<file path="src/rtl/mult_div_pkg.sv">
// ---------------------------------------------------------------------------
// mult_div_pkg
// Shared definitions for the iterative multiply/divide unit:
//   - operation encodings as seen on the 'op' input
//   - FSM state encodings
//   - default data width, iteration count and iteration-counter width
// ---------------------------------------------------------------------------
package mult_div_pkg;

   localparam int DATA_WIDTH = 32;
   localparam int N_ITER     = 32;
   localparam int CNT_WIDTH  = 5;

   typedef enum logic [1:0] {
      OP_MULT  = 2'b00,
      OP_MULTU = 2'b01,
      OP_DIV   = 2'b10,
      OP_DIVU  = 2'b11
   } opT;

   typedef enum logic [1:0] {
      IDLE = 2'b00,
      CALC = 2'b01,
      FIM  = 2'b10
   } stateT;

endpackage

</file>
<file path="src/rtl/passo_mult_div.sv">
// ---------------------------------------------------------------------------
// passo_mult_div
// Purely combinational single iteration of the multiply/divide datapath.
// The accumulator is 2*WIDTH bits wide. Its meaning depends on the mode:
//   multiply: {partial product high half, remaining multiplier bits}
//             One shift-add step: add the operand (multiplicand) to the high
//             half when the current multiplier LSB is 1, then shift right.
//             The carry of the addition is shifted into the vacated bit.
//   divide:   {partial remainder, dividend bits / quotient bits}
//             One restoring step: shift left one bit, try to subtract the
//             operand (divisor), keep the difference and shift in a quotient
//             bit of 1 when there was no borrow.
// Ports:
//   isDiv    - 1 = divide step, 0 = multiply step
//   accIn    - current accumulator
//   operand  - multiplicand (multiply) or divisor (divide)
//   accOut   - accumulator after this iteration
// ---------------------------------------------------------------------------
module passo_mult_div
   import mult_div_pkg::*;
#(
   parameter int WIDTH = DATA_WIDTH
) (
   input  logic                 isDiv,
   input  logic [2*WIDTH-1:0]   accIn,
   input  logic [WIDTH-1:0]     operand,
   output logic [2*WIDTH-1:0]   accOut
);

   logic [WIDTH:0] sum;
   logic [WIDTH:0] remShift;
   logic [WIDTH:0] diff;

   // One iteration of either algorithm. Both candidate results are computed
   // every cycle and the mode picks one. The remainder shift is kept one bit
   // wider so the borrow of the trial subtraction lands in diff's MSB; the
   // partial remainder always stays below the divisor, so the surviving value
   // fits back into WIDTH bits.
   always_comb begin
      sum      = accIn[2*WIDTH-1:WIDTH] + (accIn[0] ? {1'b0, operand} : '0);
      remShift = {accIn[2*WIDTH-1:WIDTH], accIn[WIDTH-1]};
      diff     = remShift - {1'b0, operand};
      accOut   = {sum, accIn[WIDTH-1:1]};
      if (isDiv) begin
         if (!diff[WIDTH]) begin
            accOut = {diff[WIDTH-1:0], accIn[WIDTH-2:0], 1'b1};
         end else begin
            accOut = {remShift[WIDTH-1:0], accIn[WIDTH-2:0], 1'b0};
         end
      end
   end

endmodule

</file>
<file path="src/rtl/unidade_mult_div.sv">
// ---------------------------------------------------------------------------
// unidade_mult_div
// Iterative multiply/divide unit with architectural HI/LO registers.
// One bit per cycle: start is accepted in IDLE (edge E0), 32 iterations run in
// CALC (E1..E32), and the sign-corrected result is written into HI/LO in FIM
// (E33), with a one-cycle done pulse afterwards.
// Ports:
//   clock, reset       - clock; asynchronous active-high reset
//   start, op          - launch request and operation (MULT/MULTU/DIV/DIVU)
//   opA, opB           - RS / RT contents
//   wrHi, wrLo         - MTHI / MTLO writes of opA, honoured only when idle
//   selHi              - result mux select (1 = HI, 0 = LO)
//   busy               - operation in progress
//   done, divZero      - completion pulse and divide-by-zero flag with it
//   hi, lo, resultado  - HI/LO registers and the selected one
// ---------------------------------------------------------------------------
module unidade_mult_div
   import mult_div_pkg::*;
#(
   parameter int WIDTH = DATA_WIDTH,
   parameter int CNT_W = CNT_WIDTH
) (
   input  logic             clock,
   input  logic             reset,
   input  logic             start,
   input  logic [1:0]       op,
   input  logic [WIDTH-1:0] opA,
   input  logic [WIDTH-1:0] opB,
   input  logic             wrHi,
   input  logic             wrLo,
   input  logic             selHi,
   output logic             busy,
   output logic             done,
   output logic             divZero,
   output logic [WIDTH-1:0] hi,
   output logic [WIDTH-1:0] lo,
   output logic [WIDTH-1:0] resultado
);

   stateT              stateQ, stateD;
   logic [CNT_W-1:0]   counterQ, counterD;
   logic [2*WIDTH-1:0] accQ, accD, accStep;
   logic [WIDTH-1:0]   operandQ, operandD;
   logic [WIDTH-1:0]   hiQ, hiD, loQ, loD;
   logic               isDivQ, isDivD;
   logic               negResQ, negResD;
   logic               negRemQ, negRemD;
   logic               dzQ, dzD;
   logic               busyQ, busyD;
   logic               doneQ, doneD;
   logic               divZeroQ, divZeroD;

   logic               opIsDiv, opIsSigned, byZero;
   logic [WIDTH-1:0]   magA, magB;
   logic [2*WIDTH-1:0] prodFinal;
   logic [WIDTH-1:0]   quoFinal, remFinal;

   passo_mult_div #(.WIDTH(WIDTH)) uPasso (
      .isDiv   (isDivQ),
      .accIn   (accQ),
      .operand (operandQ),
      .accOut  (accStep)
   );

   // Operand preparation at launch. A divide by zero deliberately keeps the
   // raw dividend and no sign flags: the restoring divider then naturally
   // produces an all-ones quotient and leaves the dividend as the remainder,
   // which is exactly the HI/LO result wanted for that case. The magnitude of
   // -2^WIDTH-1 wraps to itself, which is the correct unsigned magnitude.
   always_comb begin
      opIsDiv    = (op == OP_DIV) || (op == OP_DIVU);
      opIsSigned = (op == OP_MULT) || (op == OP_DIV);
      byZero     = opIsDiv && (opB == '0);
      magA       = (opIsSigned && !byZero && opA[WIDTH-1]) ? -opA : opA;
      magB       = (opIsSigned && opB[WIDTH-1]) ? -opB : opB;
      prodFinal  = negResQ ? -accQ : accQ;
      quoFinal   = negResQ ? -accQ[WIDTH-1:0] : accQ[WIDTH-1:0];
      remFinal   = negRemQ ? -accQ[2*WIDTH-1:WIDTH] : accQ[2*WIDTH-1:WIDTH];
   end

   // Next-state logic. In IDLE a start wins over MTHI/MTLO, so a write that
   // coincides with a launch is dropped. During CALC the accumulator takes
   // one datapath step per edge; FIM commits HI/LO and raises done. busy is
   // derived from the next state so it is a clean registered output that is
   // already low in the done cycle.
   always_comb begin
      stateD   = stateQ;
      counterD = counterQ;
      accD     = accQ;
      operandD = operandQ;
      hiD      = hiQ;
      loD      = loQ;
      isDivD   = isDivQ;
      negResD  = negResQ;
      negRemD  = negRemQ;
      dzD      = dzQ;
      doneD    = 1'b0;
      divZeroD = 1'b0;
      case (stateQ)
         IDLE: begin
            if (start) begin
               isDivD   = opIsDiv;
               accD     = {{WIDTH{1'b0}}, (opIsDiv ? magA : magB)};
               operandD = opIsDiv ? magB : magA;
               negResD  = opIsSigned && !byZero && (opA[WIDTH-1] ^ opB[WIDTH-1]);
               negRemD  = opIsSigned && !byZero && opA[WIDTH-1];
               dzD      = byZero;
               counterD = '0;
               stateD   = CALC;
            end else begin
               if (wrHi) begin
                  hiD = opA;
               end
               if (wrLo) begin
                  loD = opA;
               end
            end
         end
         CALC: begin
            accD     = accStep;
            counterD = counterQ + 1'b1;
            if (counterQ == CNT_W'(N_ITER - 1)) begin
               stateD = FIM;
            end
         end
         FIM: begin
            if (isDivQ) begin
               loD = quoFinal;
               hiD = remFinal;
            end else begin
               hiD = prodFinal[2*WIDTH-1:WIDTH];
               loD = prodFinal[WIDTH-1:0];
            end
            doneD    = 1'b1;
            divZeroD = dzQ;
            stateD   = IDLE;
         end
         default: begin
            stateD = IDLE;
         end
      endcase
      busyD = (stateD != IDLE);
   end

   // State register. Reset aborts any operation in flight and clears HI/LO
   // immediately, so no done pulse or partial result can escape.
   always_ff @(posedge clock or posedge reset) begin
      if (reset) begin
         stateQ   <= IDLE;
         counterQ <= '0;
         accQ     <= '0;
         operandQ <= '0;
         hiQ      <= '0;
         loQ      <= '0;
         isDivQ   <= 1'b0;
         negResQ  <= 1'b0;
         negRemQ  <= 1'b0;
         dzQ      <= 1'b0;
         busyQ    <= 1'b0;
         doneQ    <= 1'b0;
         divZeroQ <= 1'b0;
      end else begin
         stateQ   <= stateD;
         counterQ <= counterD;
         accQ     <= accD;
         operandQ <= operandD;
         hiQ      <= hiD;
         loQ      <= loD;
         isDivQ   <= isDivD;
         negResQ  <= negResD;
         negRemQ  <= negRemD;
         dzQ      <= dzD;
         busyQ    <= busyD;
         doneQ    <= doneD;
         divZeroQ <= divZeroD;
      end
   end

   // Outputs straight from registers; the result mux has no bypass of an
   // operation still in flight.
   always_comb begin
      busy      = busyQ;
      done      = doneQ;
      divZero   = divZeroQ;
      hi        = hiQ;
      lo        = loQ;
      resultado = selHi ? hiQ : loQ;
   end

endmodule

</file>
<file path="config.mk">
export PLATFORM = sky130hd
export DESIGN_NAME = unidade_mult_div
export DESIGN_NICKNAME = d
export VERILOG_FILES = /design/src/rtl/mult_div_pkg.sv /design/src/rtl/passo_mult_div.sv /design/src/rtl/unidade_mult_div.sv
export SDC_FILE = /design/constraint.sdc
export NUM_CORES = 1
export LEC_CHECK = 0
export CAP_MARGIN = 10
export CORE_UTILIZATION = 45
export DETAILED_ROUTE_END_ITERATION = 16
export GPL_ROUTABILITY_DRIVEN = 0
export PLACE_DENSITY = 0.75
export SLEW_MARGIN = 20
export SYNTH_ARGS = -nofsm -noshare
export SYNTH_HDL_FRONTEND = slang
export SYNTH_SLANG_ARGS = --single-unit
</file>
<file path="constraint.sdc">
create_clock -name clock -period 14.8 [get_ports clock]
set_input_delay 2.22 -clock clock [delete_from_list [all_inputs] [get_ports clock]]
set_output_delay 2.22 -clock clock [all_outputs]
set_load 0.005 [all_outputs]
</file>
* Word level (Yosys, flattened, before mapping)
Index checks and enable logic that the tools add are counted.
Storage, ports and cells: bits in registers 174, output and inout bits 99, word-level logic and storage cells 77
Operators by class: add/subtract/negate cells 8, eq/ne operators 9, muxes and demuxes 28, bitwise logic cells 1, reduce and logical (&&, ||, !) cells 18
Operator list (number):
- 32-bit two-way mux | 14
- 64-bit two-way mux | 4
- 32-bit negator | 4
- 32-bit case mux with 2 select lines | 2
- 64-bit case mux with 2 select lines | 1
- 64-bit negator | 1
- 32-bit by 33-bit adder with 33-bit output | 1
- 33-bit by 32-bit subtractor with 33-bit output | 1
- 32-bit zero test | 1
- 5-bit case mux with 2 select lines | 1
- 2-bit inequality test (second input constant) | 4
- 2-bit == test (second input constant) | 3
- 3-bit AND reduction | 2
- 2-bit nonzero test | 3
- 5-bit by 1-bit adder with 5-bit output (second input constant) | 1
- 5-bit == test (second input constant) | 1
- 1-bit logical AND | 5
- 5-bit two-way mux | 1
- 2-bit zero test | 2
- 2-bit two-way mux | 2
- 2-bit case mux with 2 select lines | 1
- 2-bit AND reduction | 2
- 2-bit by 1-bit == test with 1-bit output (second input constant) | 1
- 1-bit logical OR | 2
- other kinds (3) | 4

* Logic depth before layout (Yosys ltp)
Gate-level depths: netlist (run 1).
word-level depth 10, gate-level depth with buffers 14, depth with buffers taken out 13

* Hierarchy
A second synthesis (run 1) with hierarchy kept.
Second synthesis, totals: cells, all modules 1944, area, all modules 16011.6 sq um
Modules (own cells, without submodules):
- unidade_mult_div | times used 1, cells an instance 1256, area each 11190.7 sq um
- passo_mult_div | times used 1, cells an instance 688, area each 4820.9 sq um

* Worst setup path before layout (run 1)
OpenSTA, ideal clock, no wires.
kind input port to output port, from input selHi, to output resultado[10], arrival time 3.113 ns, slack 9.467 ns, stages 3, buffers on the path 2, path through clkbuf_1 buf_1 mux2_2
Between the ends: longest elaborated chain between the ends 1
Ends and longest elaborated chain:
- start, declared | RTL line unidade_mult_div.sv:31 | input logic selHi,
- 32-bit two-way mux | RTL line unidade_mult_div.sv:187 | resultado = selHi ? hiQ : loQ;
- end, declared | RTL line unidade_mult_div.sv:37 | output logic [WIDTH-1:0] resultado
Every way passes these cells.

* Worst setup path after layout (run 1)
from input selHi, to output resultado[23]
Same word-level chain as after synthesis.

==> results.sh, run 1 <==
export IMPL_first_iter_violations=1703
export IMPL_via_per_inst=6.30
export IMPL_synth_edf_count=0
export IMPL_path_max_fanout=32
export IMPL_routedWlPerCell_um=21.6
export IMPL_clk_pin_slew_ns=0.07
export IMPL_critPathLaunchType="input port"
export IMPL_firstDrtPassIters=9
export IMPL_drtAntennaViolNets=0
export IMPL_cpPeakStageDelay_ns=0.47
export IMPL_avgSynthCellArea_sq_um=7.97
export IMPL_max_freq_mhz=163
export IMPL_antenna_found_initial=0
export IMPL_synthDistinctLibCells=69
export IMPL_cts_tree="built"
export IMPL_hp_class="reg2reg"
export IMPL_fin_skew_ns=0.0147
export IMPL_drv_slew=0
export IMPL_rows=66
export IMPL_synthArstFlopShare_pct=100
export IMPL_gr_total_overflow=0
export IMPL_holdWs_ns=0.498
export IMPL_ir_worst_vdd_mv=0.115
export IMPL_portBuffers=170
export IMPL_post_cts_repair_setup_buffers=0
export IMPL_dp_cells=2394
export IMPL_path_common_cell="clkdlybuf4s50_1"
export IMPL_area_delta_synth_final_pct=16.9
export IMPL_cp_data_required_time_ns=12.58
export IMPL_synth_main_ff_cell="dfrtp_1"
export IMPL_critPathKind="in2out"
export IMPL_crit_slowest_cell="clkdlybuf4s50_1"
export IMPL_n_antenna_cell=0
export IMPL_clockBufferDepth=2
export IMPL_n_fill_cell=3019
export IMPL_setup_slack_ns=8.68
export IMPL_crit_arrival_ns=3.90
export IMPL_path_cells="clkdlybuf4s50_1 -> buf_4 -> mux2_2 -> clkdlybuf4s50_1"
export IMPL_cts_made_buffers=17
export IMPL_grt_pass1_wl_um=80000
export IMPL_crit_path_end_kind="primary output"
export IMPL_insertion_delay_ns=0.46
export IMPL_drc_errors=0
export IMPL_synth_seq_cells=174
export IMPL_power_density_nw_per_um2=248
export IMPL_r2r_slack_ns=10.16
export IMPL_cap_violations=0
export IMPL_relSlewSlack_pct=24.2
export IMPL_fin_tns_setup_ns=0
export IMPL_cts_root_buf="clkbuf_16"
export IMPL_synth_cells=1874
export IMPL_post_cts_resized=0
export IMPL_fin_crit_sh_pct=41.4
export IMPL_grt_setup_unrepaired="no"
export IMPL_setup_violations_final=0
export IMPL_syn_area_sq_um=14900
export IMPL_fin_cells=2426
export IMPL_synth_nets=2018
export IMPL_cts_sinks=174
export IMPL_die_w_um=184
export IMPL_hpwl_um=39500
export IMPL_outcome="finished clean"
export IMPL_dieArea_sq_um=33900
export IMPL_ys_seq_area_share_pct=29.2
export IMPL_tightest_slew_ns=1.14
export IMPL_holdPathStages=2
export IMPL_vias=15300
export IMPL_finalCriticalPeriod_ns=6.12
export IMPL_core_sq_um=32600
export IMPL_final_nets=2115
export IMPL_drive_gt1_share_pct=5.90
export IMPL_holdBufCountCts=0
export IMPL_power_total_uw=4330
export IMPL_grt_max_degree=72
export IMPL_start_util_pct=45.8
export IMPL_hold_viol=0
export IMPL_r2r_cells=12
export IMPL_htreeDepth=4
export IMPL_io_pins=171
export IMPL_grt_usage_pct=30.9
export IMPL_routed_wl_um=52500
export IMPL_yosysWarnings=0
export IMPL_die_h_um=184
export IMPL_place_ws_ns=8.68
export IMPL_grt_pass1_vias=13800
export IMPL_leakage_uw=0.00707
final timing paths:
path / end / start
setup / recovery: resultado[23] / selHi
hold / removal: operandQ[6] / operandQ[6]
setup reg to reg: accQ[61] / accQ[0]
hold reg to reg: operandQ[6] / operandQ[6]
max in group asynchronous: isDivQ / reset
min in group asynchronous: hi[5] / reset
critical path, delay by kind of cell:
family | cells | cell delay (ns)
buffers and inverters | 3 | 1.29
multiplexers | 1 | 0.39
power breakdown:
part | total, uW | switching, uW | internal (uW)
clock | 437 | 218 | 220
sequential | 1070 | 354 | 716
combinational | 2830 | 1550 | 1280
total | 4330 | 2120 | 2220
cell usage after synthesis (all sizes together) (4+ instances only):
| master | instances | area share (%) |
|---|---|---|
| o21ai | 210 | 7.1 |
| nand2 | 184 | 4.6 |
| nor2 | 178 | 4.5 |
| dfrtp | 174 | 29 |
| a21oi | 152 | 5.1 |
| xnor2 | 108 | 6.3 |
| clkbuf | 89 | 2.2 |
| ha | 70 | 5.9 |
| inv | 66 | 1.7 |
| xor2 | 63 | 3.7 |
| mux2i | 53 | 3.6 |
| mux2 | 42 | 3.2 |
| nor3 | 40 | 1.3 |
| o31ai | 36 | 1.8 |
| nand2b | 25 | 1.0 |
| a31oi | 24 | 1.0 |
| or3 | 24 | 1.0 |
| a21o | 21 | 1.1 |
| nand3 | 19 | 0.64 |
| a211oi | 18 | 0.90 |
| buf | 18 | 0.48 |
| a22oi | 17 | 0.85 |
| o211ai | 17 | 0.85 |
| or4 | 16 | 0.88 |
| and3 | 15 | 0.63 |
| nor4 | 15 | 0.81 |
| o21a | 15 | 0.75 |
| o221ai | 15 | 0.88 |
| and2 | 14 | 0.59 |
| a21boi | 12 | 0.60 |
| o41ai | 11 | 0.70 |
| a221oi | 10 | 0.59 |
| nor2b | 10 | 0.42 |
| or2 | 10 | 0.42 |
| o21bai | 9 | 0.45 |
| o22ai | 9 | 0.38 |
| nand4 | 8 | 0.34 |
| o22a | 8 | 0.47 |
| a221o | 6 | 0.40 |
| nor3b | 5 | 0.25 |
| a22o | 4 | 0.23 |
| and4 | 4 | 0.23 |
registers in the layout (all words and copies together), names as in the netlist:
name,cells
lo,32
divZero,1
negResQ,1
counterQ,5
hi,32
busy,1
done,1
dzQ,1
isDivQ,1
negRemQ,1
operandQ,32
stateQ,2
accQ,64
placed cells by master, fill, tap and decap left out, drive strengths merged, types with 14 or more instances in the layout:
| cell | netlist | routed |
|---|---|---|
| o21ai | 210 | 210 |
| nand2 | 184 | 184 |
| nor2 | 178 | 178 |
| dfrtp | 174 | 174 |
| clkdlybuf4s50 | 0 | 169 |
| a21oi | 152 | 152 |
| xnor2 | 108 | 108 |
| inv | 66 | 71 |
| ha | 70 | 70 |
| xor2 | 63 | 63 |
| mux2i | 53 | 53 |
| mux2 | 42 | 42 |
| nor3 | 40 | 40 |
| o31ai | 36 | 36 |
| nand2b | 25 | 25 |
| or3 | 24 | 24 |
| a31oi | 24 | 24 |
| a21o | 21 | 21 |
| clkbuf | 89 | 20 |
| nand3 | 19 | 19 |
| a211oi | 18 | 18 |
| a22oi | 17 | 17 |
| o211ai | 17 | 17 |
| buf | 18 | 16 |
| or4 | 16 | 16 |
| o21a | 15 | 15 |
| o221ai | 15 | 15 |
| and3 | 15 | 15 |
| nor4 | 15 | 15 |
| and2 | 14 | 14 |
final cells by class:
type	instances	area (sq um)	share of cell area, %
Multi-Input combinational cell	1527	9950	57.0
Timing Repair Buffer	185	1810	10.4
Clock inverter	12	104	0.595
Tap cell	442	553	3.17
Inverter	66	253	1.45
Clock buffer	20	437	2.50
Sequential cell	174	4360	24.9
logic make-up after synthesis:
family	after synthesis	synth area share (%)
AO/OA/AOI/OAI	619	25.7
XOR/XNOR	171	10.0
adder cells (fa/ha/maj)	72	6.13
buffers and inverters	173	4.37
flip-flops	174	29.2
multiplexers	95	6.72
AND/OR/NAND/NOR	570	17.9
routing by layer:
layer / vias to the layer above / routed length (um) / track usage [%]
li1: 6974 / - / -
met1: 7227 / 21700 / 42.0
met2: 932 / 21800 / 45.0
met3: 147 / 5960 / 6.88
met4: 0 / 3070 / 17.6
met5: - / 0 / 0
per-stage QoR:
| stage | cell area [sq um] | util (%) |
|---|---|---|
| detailed placement | 16900 | 51.9 |
| global placement | 16900 | 51.9 |
| finish | 17500 | 53.5 |
| floorplan | 14900 | - |
| CTS | 17500 | 53.5 |
| global route | 17500 | 53.5 |
(Power assumes the default switching activity.)
==> inputs of run 2 (changes only) <==
==> constraint.sdc (replaced) <==
create_clock -name clock -period 5.75 [get_ports clock]
set_input_delay 0.8625 -clock clock [delete_from_list [all_inputs] [get_ports clock]]
set_output_delay 0.8625 -clock clock [all_outputs]
set_load 0.005 [all_outputs]
==> run 2 against run 1 <==
  * First-iteration DRC count up 9.5%
  * Non-clock buffer count up 3
  * Clock power rose to 2.7 times the previous value
  * Worst setup slack worse by 7.1 ns
==> results.sh, run 2 (synthesis results as in run 1) <==
export IMPL_outcome="finished clean"
export IMPL_cap_violations=0
export IMPL_grt_pass1_wl_um=81600
export IMPL_grt_pass1_vias=14100
export IMPL_finalCriticalPeriod_ns=4.18
export IMPL_cts_tree="built"
export IMPL_cp_num_cells=13
export IMPL_layout_commonest_cell="o21ai_0"
export IMPL_tightest_slew_ns=1.04
export IMPL_htreeDepth=4
export IMPL_critPathLaunchType="register"
export IMPL_fin_skew_ns=0.0134
export IMPL_rr_endpoint="accQ[61]"
export IMPL_place_ws_ns=1.57
export IMPL_drc_errors=0
export IMPL_drive_gt1_share_pct=6.24
export IMPL_grt_usage_pct=31.4
export IMPL_dp_cells=2397
export IMPL_power_density_nw_per_um2=644
export IMPL_antenna_found_initial=0
export IMPL_via_per_inst=6.29
export IMPL_drv_slew=0
export IMPL_die_w_um=184
export IMPL_holdBufCountCts=0
export IMPL_setup_worst_path_start="accQ[0]"
export IMPL_layout_common_cells="207 x o21ai_0, 183 x nand2_1, 177 x nor2_1, 173 x dfrtp_1, 169 x clkdlybuf4s50_1"
export IMPL_post_cts_resized=0
export IMPL_clk_pin_slew_ns=0.07
export IMPL_crit_arrival_ns=4.49
export IMPL_crit_path_end_kind="register"
export IMPL_cpPeakStageDelay_ns=0.57
export IMPL_drtAntennaViolNets=0
export IMPL_fin_cells=2429
export IMPL_setup_slack_ns=1.57
export IMPL_die_h_um=184
export IMPL_critPathKind="reg2reg"
export IMPL_path_max_fanout=30
export IMPL_crit_family="compound AO/OA/AOI/OAI gates"
export IMPL_leakage_uw=0.00711
export IMPL_path_buf_inv=2
export IMPL_r2r_cells=13
export IMPL_vias=15300
export IMPL_fin_crit_sh_pct=72.7
export IMPL_clockBufferDepth=2
export IMPL_max_freq_mhz=239
export IMPL_portBuffers=170
export IMPL_core_sq_um=32600
export IMPL_ir_worst_vdd_mv=0.468
export IMPL_r2r_slack_ns=1.57
export IMPL_rr_startpoint="accQ[0]"
export IMPL_largest_reg_flops=64
export IMPL_gr_total_overflow=0
export IMPL_cts_sinks=174
export IMPL_relSlewSlack_pct=30.7
export IMPL_rows=66
export IMPL_n_fill_cell=3002
export IMPL_path_cells="inv_1 -> buf_4 -> nor2_1 -> ha_1 -> nor2b_1 -> o31ai_1 -> a211o_1 -> and2_1 -> o211ai_1 -> o41ai_1 -> xnor2_1 -> a221oi_1 -> o21ai_0"
export IMPL_cts_root_buf="clkbuf_16"
export IMPL_crit_slowest_cell="o41ai_1"
export IMPL_crit_end="accQ[61]"
export IMPL_setup_violations_final=0
export IMPL_routed_wl_um=53100
export IMPL_post_cts_repair_setup_buffers=0
export IMPL_io_pins=171
export IMPL_start_util_pct=45.8
export IMPL_area_delta_synth_final_pct=17.4
export IMPL_dieArea_sq_um=33900
export IMPL_top_register="accQ"
export IMPL_place_area_sq_um=16900
export IMPL_final_area_sq_um=17500
export IMPL_insertion_delay_ns=0.45
export IMPL_cts_made_buffers=17
export IMPL_first_iter_violations=1865
export IMPL_holdWs_ns=0.492
export IMPL_n_antenna_cell=0
export IMPL_grt_max_degree=78
export IMPL_hold_viol=0
export IMPL_routedWlPerCell_um=21.9
export IMPL_hp_class="reg2reg"
export IMPL_firstDrtPassIters=6
export IMPL_fin_tns_setup_ns=0
export IMPL_cp_data_required_time_ns=6.06
export IMPL_grt_setup_unrepaired="no"
export IMPL_hpwl_um=40300
export IMPL_final_nets=2118
[run 2: cell count changes in the layout (fill, tap and decap cells not counted)]
| cell | change |
|---|---|
| inv_8 | +2 |
| nand2_1 | -1 |
| nand2_2 | +1 |
| clkbuf_1 | -3 |
| buf_4 | +3 |
| clkinv_4 | +3 |
| clkinv_8 | +1 |
| clkinvlp_4 | -3 |
| clkinv_1 | -1 |
| xnor2_4 | +1 |
| inv_1 | +1 |
| xnor2_2 | -1 |
[run 2: cell type report]
| class | instances | area, sq um | area share (%) |
|---|---|---|---|
| multi-input combinational | 1527 | 9970 | 56.8 |
| sequential | 174 | 4360 | 24.8 |
| timing repair buffer | 188 | 1830 | 10.4 |
| tap | 442 | 553 | 3.15 |
| clock buffer | 17 | 425 | 2.43 |
| inverter | 66 | 253 | 1.44 |
| clock inverter | 15 | 146 | 0.835 |
[run 2: power breakdown]
group	internal, uW	total [uW]	switching (uW)	leakage (uW)
Combinational	3320	7360	4050	0.00471
Sequential	1840	2760	918	0.00213
Clock	578	1170	588	0.000281
Total	5740	11300	5550	0.00711
[run 2: metrics by stage]
step / util, % / power, uW
2_1_floorplan: - / 7450
3_3_place_gp: 51.9 / 9660
3_5_place_dp: 51.9 / 9880
4_1_cts: 53.7 / 11100
5_1_grt: 53.7 / 12100
6_report: 53.7 / 11300
[run 2: how the worst min path moves through the flow]
stage                              to  slack [ns]        start  depth (start not counted)
final                     operandQ[4]        0.49  operandQ[4]                          2
after global routing      operandQ[4]        0.51  operandQ[4]                          2
after CTS                 operandQ[4]        0.49  operandQ[4]                          2
after detailed placement  operandQ[3]        0.47  operandQ[3]                          2
after global placement    operandQ[4]        0.47  operandQ[4]                          2
after floorplan                   dzQ        0.44          dzQ                          2
[run 2: metal layers]
| layer | track usage (%) | vias up | part of all wire [%] |
|---|---|---|---|
| met1 | 43.4 | 7224 | 42 |
| li1 | - | 6987 | - |
| met4 | 15.1 | 0 | 4.6 |
| met5 | 0 | - | 0 |
| met2 | 46.5 | 926 | 42 |
| met3 | 6.62 | 131 | 11 |
[run 2: worst min-delay path, cell delays in order (launching register included)]
cell and delay [ns]:
dfrtp_1 0.34, nand2_1 0.04, o21ai_0 0.07
